$ cat src/rtl/dac_pkg.sv
// Shared DAC definitions: code width and the midscale reset code.
package dac_pkg;

  localparam int unsigned DAC_DATA_W = 10;
  localparam logic [DAC_DATA_W-1:0] DAC_MIDSCALE = 10'h200;

  typedef logic [DAC_DATA_W-1:0] dac_code_t;

endpackage : dac_pkg

$ cat src/rtl/dac_sample_pacer_if.sv
// Upstream valid/ready sample stream feeding the pacer.
interface dac_sample_pacer_if #(
  parameter int unsigned DATA_W = 10
);

  logic              s_valid;
  logic [DATA_W-1:0] s_data;
  logic              s_ready;

  modport master (output s_valid, output s_data, input  s_ready);
  modport slave  (input  s_valid, input  s_data, output s_ready);

endinterface : dac_sample_pacer_if

$ cat src/rtl/sample_fifo.sv
// Synchronous FIFO with explicit level; the caller gates push/pop against full/empty.
module sample_fifo #(
  parameter int unsigned DATA_W = 10,
  parameter int unsigned DEPTH  = 8
) (
  input  logic                   clk,
  input  logic                   rst,
  input  logic                   push,
  input  logic                   pop,
  input  logic [DATA_W-1:0]      wdata,
  output logic [DATA_W-1:0]      head,
  output logic [$clog2(DEPTH):0] level
);

  localparam int unsigned PTR_W = $clog2(DEPTH);
  localparam int unsigned LVL_W = PTR_W + 1;

  logic [DATA_W-1:0] mem [DEPTH];
  logic [PTR_W-1:0]  wptr;
  logic [PTR_W-1:0]  rptr;

  // Storage is not reset; reset only clears the pointers and level.
  always_ff @(posedge clk) begin
    if (push) mem[wptr] <= wdata;
  end

  always_ff @(posedge clk or posedge rst) begin
    if (rst) begin
      wptr  <= '0;
      rptr  <= '0;
      level <= '0;
    end else begin
      if (push) wptr <= wptr + PTR_W'(1);
      if (pop)  rptr <= rptr + PTR_W'(1);
      case ({push, pop})
        2'b10:   level <= level + LVL_W'(1);
        2'b01:   level <= level - LVL_W'(1);
        default: level <= level;
      endcase
    end
  end

  assign head = mem[rptr];

endmodule : sample_fifo

$ cat src/rtl/dac_sample_pacer.sv
// Sample-rate pacer: buffers DAC codes and releases one per programmable period.
module dac_sample_pacer
  import dac_pkg::*;
#(
  parameter int unsigned DATA_W = DAC_DATA_W,
  parameter int unsigned DEPTH  = 8,
  parameter int unsigned DIV_W  = 16
) (
  input  logic                   CLK,
  input  logic                   reset,
  dac_sample_pacer_if.slave      s,
  input  logic                   enable,
  input  logic [DIV_W-1:0]       div,
  input  logic                   clr_underflow,
  output logic [DATA_W-1:0]      D,
  output logic                   strobe,
  output logic                   underflow,
  output logic [$clog2(DEPTH):0] level
);

  localparam int unsigned LVL_W = $clog2(DEPTH) + 1;
  localparam logic [DATA_W-1:0] MIDSCALE = {1'b1, {(DATA_W-1){1'b0}}};

  logic [DIV_W-1:0]  cnt;
  logic [DATA_W-1:0] head;
  logic              tick;
  logic              push;
  logic              pop;

  // s_ready depends on registered level only, so it never loops back through s_valid.
  assign s.s_ready = (level != LVL_W'(DEPTH));

  always_comb begin
    tick = enable && (cnt >= div);
    push = s.s_valid && s.s_ready;
    pop  = tick && (level != '0);
  end

  sample_fifo #(
    .DATA_W (DATA_W),
    .DEPTH  (DEPTH)
  ) u_fifo (
    .clk   (CLK),
    .rst   (reset),
    .push  (push),
    .pop   (pop),
    .wdata (s.s_data),
    .head  (head),
    .level (level)
  );

  // Period counter; >= compare makes a shrunk div tick on the next edge.
  always_ff @(posedge CLK or posedge reset) begin
    if (reset)        cnt <= '0;
    else if (!enable) cnt <= '0;
    else if (tick)    cnt <= '0;
    else              cnt <= cnt + DIV_W'(1);
  end

  // Output code, strobe and sticky underflow; a new underflow wins over the clear.
  always_ff @(posedge CLK or posedge reset) begin
    if (reset) begin
      D         <= MIDSCALE;
      strobe    <= 1'b0;
      underflow <= 1'b0;
    end else begin
      strobe <= pop;
      if (pop) D <= head;
      if (tick && (level == '0)) underflow <= 1'b1;
      else if (clr_underflow)    underflow <= 1'b0;
    end
  end

endmodule : dac_sample_pacer

$ cat src/flat_wrapper.sv
// flat-port wrapper written by rule: the top's interface ports become plain ports
module dac_sample_pacer_flat import dac_pkg::*;
#(
  parameter int unsigned DATA_W = DAC_DATA_W,
  parameter int unsigned DEPTH  = 8,
  parameter int unsigned DIV_W  = 16
)
  (CLK, reset, enable, div, clr_underflow, D, strobe, underflow, level, s_s_valid, s_s_data, s_s_ready);
  dac_sample_pacer_if #(.DATA_W(DATA_W)) s_i ();
  input  logic CLK;
  input  logic reset;
  input  logic enable;
  input  logic [DIV_W-1:0] div;
  input  logic clr_underflow;
  output logic [DATA_W-1:0] D;
  output logic strobe;
  output logic underflow;
  output logic [$clog2(DEPTH):0] level;
  input wire logic [$bits(s_i.s_valid)-1:0] s_s_valid;
  input wire logic [$bits(s_i.s_data)-1:0] s_s_data;
  output wire logic [$bits(s_i.s_ready)-1:0] s_s_ready;
  assign s_i.s_valid = s_s_valid;
  assign s_i.s_data = s_s_data;
  assign s_s_ready = s_i.s_ready;
  dac_sample_pacer #(.DATA_W(DATA_W), .DEPTH(DEPTH), .DIV_W(DIV_W)) u_core (.CLK(CLK), .reset(reset), .s(s_i), .enable(enable), .div(div), .clr_underflow(clr_underflow), .D(D), .strobe(strobe), .underflow(underflow), .level(level));
endmodule
$ cat config.mk
export PLATFORM = sky130hd
export DESIGN_NAME = dac_sample_pacer_flat
export DESIGN_NICKNAME = d
export VERILOG_FILES = /design/src/rtl/dac_pkg.sv /design/src/rtl/dac_sample_pacer_if.sv /design/src/rtl/sample_fifo.sv /design/src/rtl/dac_sample_pacer.sv /design/src/flat_wrapper.sv
export SDC_FILE = /design/constraint.sdc
export NUM_CORES = 1
export LEC_CHECK = 0
export CORE_MARGIN = 3
export CORE_UTILIZATION = 30
export DETAILED_ROUTE_END_ITERATION = 7
export GPL_TIMING_DRIVEN = 1
export PLACE_DENSITY = 0.48
export SLEW_MARGIN = 20
export SYNTH_ARGS = -nofsm -noshare
export SYNTH_HDL_FRONTEND = slang
export SYNTH_SLANG_ARGS = --single-unit
$ cat constraint.sdc
create_clock -name CLK -period 4.01 [get_ports CLK]
set_input_delay 0.802 -clock CLK [delete_from_list [all_inputs] [get_ports CLK]]
set_output_delay 0.802 -clock CLK [all_outputs]
set_load 0.005 [all_outputs]
==> flow_metrics.py <==
metrics = {
    "power": {
        "ir_drop_uv": 308,
        "power_density_mw_per_mm2": 556,
        "total_power_mw": 3.68,
        "p_sw_frac": 0.243,
        "p_int_mw": 2.79,
        "p_comb_frac": 0.147,
        "leakagePower_nw": 2.53,
        "clkPwrFrac": 0.419,
        "power.switching_mw": 0.893,
        "pwr-share-seq": 0.434,
    },
    "die": {
        "dieWidth_um": 138,
        "core_mm2": 0.0168,
        "io_pins": 48,
        "die_y_um": 138,
        "start_util": 0.310,
        "rows": 47,
        "die_area_mm2": 0.0189,
    },
    "synth": {
        "synth_compound_area_frac": 0.0313,
        "syn_nets": 381,
        "syn_inst": 327,
        "synth-seq-cells": 118,
        "synthMuxAreaShare": 0.142,
        "yosys_warnings": 0,
        "ys_top_cells_by_area": "edfxtp_1 46%, dfrtp_1 18%, mux4_2 8.7%, ha_1 5.3%, mux2_2 3.0%",
        "synth_top_family_by_area": "multiplexers",
        "synth_top_area_frac": 0.463,
        "yosys.area.top_type": "edfxtp_1",
        "synth_area_mm2": 0.00519,
        "synth_most_common_cell": "edfxtp_1",
        "synth_fa_ha_area_frac": 0.0569,
        "synth_edf_count": 80,
        "synth-main-ff-cell": "edfxtp_1",
        "synth-xor-area-share": 0.0337,
        "netlist_top_cells_count": "80 x edfxtp_1, 37 x dfrtp_1, 28 x inv_1, 25 x nor2_1, 22 x ha_1",
        "async_flop_share": 0.322,
        "synth_cell_type_count": 36,
        "ys_seq_area_frac": 0.646,
        "avgSynthCellArea_um2": 15.9,
        "synthSimpleGateAreaFrac": 0.0624,
    },
    "route": {
        "drc_errors": 0,
        "firstDrtPassIters": 4,
        "wl_um": 10800,
        "via_per_inst": 4.58,
        "wl_per_cell_um": 17.0,
        "drt_iter0_markers": 134,
        "final_antenna_net_count": 0,
        "vias": 2901,
    },
    "clock_tree": {
        "cts-root-buf": "clkbuf_16",
        "cts_tree": "built",
        "cts_made_buffers": 17,
        "clkTransAtPathRegs_ns": 0.06,
        "clockBufferDepth": 2,
        "clk_latency_ns": 0.42,
        "cts_resized": 0,
        "clock-sinks": 118,
        "post_cts_buffers": 0,
        "cts_hold_buf": 0,
        "htreeDepth": 4,
    },
    "cells_and_area": {
        "drive_gt1_frac": 0.223,
        "post-route-util": 0.395,
        "layout.nets": 454,
        "stdcell_count": 633,
        "fillers": 1539,
        "area_delta_synth_final_pct": 27.5,
        "antenna_cells": 0,
    },
    "critical_path": {
        "crit_path_start_kind": "input port",
        "cp.arrival_ns": 3.73,
        "critical_path_class": "in2reg",
        "worst-path-max-fanout": 4,
        "end_kind": "register",
        "critPathRequiredTime_ns": 4.32,
    },
    "timing": {
        "min_period_ns": 3.43,
        "report.final.slew_viol_count": 0,
        "fin_skew_ns": 0.0220,
        "max_clock_freq_mhz": 292,
        "hold_ws_ns": 0.494,
        "finalCritPeriodShare": 0.855,
        "setup_violations": 0,
        "tns_ns": 0,
        "hold_viol": 0,
        "worst_pin_slew_ns": 1.11,
        "rsz0062_at_grt": "no",
        "slew-limit-headroom": 0.259,
    },
    "global_route": {
        "overflow": 0,
        "grt_pass1_wl_um": 16900,
        "grt_pass1_vias": 2940,
        "grt_max_degree": 25,
        "antenna_found_initial": 0,
        "track_usage": 0.124,
    },
    "placement": {
        "io_buffers": 47,
        "dp_hpwl_um": 7070,
        "gp_congestion": 0.808,
        "post-place-cells": 601,
    },
    "outcome": {
        "status": "finished, final reports clean",
    },
    "job": {
        "drv_cap": 0,
    },
    "worst_hold_path": {
        "hold_path.class": "reg2reg",
    },
}
[placed cells by master, fill, tap and decap left out, types with 4 or more instances in the layout]
cell type and n:
a21oi_1 6, buf_4 14, clkbuf_16 17, clkdlybuf4s50_1 47, dfrtp_1 36, edfxtp_1 80
ha_1 22, inv_1 27, mux2_2 14, mux2_4 8, mux4_2 20, nand2_1 10
nand2b_1 4, nand3_1 10, nor2_1 25, nor3_1 5, o21ai_0 5, xnor2_1 9
xor2_1 11
[state kept, by name, summed over array words and instances, names as in the netlist]
name	count
u_core.strobe	1
u_core.u_fifo.level	4
u_core.underflow	1
u_core.u_fifo.rptr	3
u_core.u_fifo.mem	80
u_core.cnt	16
u_core.D	10
u_core.u_fifo.wptr	3
[area by class of cell]
cell class | instances | area [um^2] | share of cell area
sequential | 118 | 3360 | 0.507
multi-input combinational | 174 | 1700 | 0.256
timing repair buffer | 61 | 576 | 0.0870
clock buffer | 20 | 457 | 0.0690
tap | 220 | 275 | 0.0416
clock inverter | 12 | 153 | 0.0231
inverter | 28 | 105 | 0.0159
[power groups by stage]
stage	Sequential [mW]	Clock [mW]	Combinational [mW]
global placement	1.62	0	0.545
CTS	1.60	1.58	0.555
detailed placement	1.62	0	0.552
global route	1.62	1.65	0.600
finish	1.60	1.54	0.540
floorplan	1.57	0	0.335
[final timing paths]
path / start / end / slack, ns / cells after the start
hold / removal: u_core.cnt[0] / u_core.cnt[0] / 0.49 / 1
setup / recovery: div[15] / u_core.u_fifo.level[3] / 0.58 / 14
hold reg to reg: u_core.cnt[0] / u_core.cnt[0] / 0.49 / 1
min in group asynchronous: reset / u_core.strobe / 0.68 / 2
max in group asynchronous: reset / u_core.D[9] / 2.55 / 3
setup reg to reg: u_core.cnt[0] / u_core.u_fifo.level[3] / 0.95 / 13
[critical path, cell delays in order]
cell	delay [ns]
clkdlybuf4s50_1	0.46
inv_1	0.05
ha_1	0.29
and4_1	0.24
and4_1	0.24
a31oi_4	0.29
a31oi_4	0.12
ha_1	0.27
ha_1	0.29
a21o_1	0.18
a21oi_1	0.17
xnor2_1	0.14
nor2_1	0.07
xor2_1	0.14
[layer usage]
layer,track usage,routed length [um]
met1,0.159,4990
met2,0.195,5160
met3,0.0413,494
met4,0.0466,138
met5,0,0
[metrics by stage]
stage | instance area, um^2 | setup slack (ns)
floorplan | 5190 | 0.579
global placement | 6010 | 0.208
detailed placement | 6010 | 0.167
CTS | 6620 | 0.589
global route | 6620 | 0.420
finish | 6620 | 0.583
[cell families after synthesis]
logic type	count (synthesis)
xor+xnor	20
compound gates	21
mux	43
fa+ha+maj	23
buf+inv	35
flops	118
simple gates	67
Note: power is estimated with default switching activity, not from simulation.
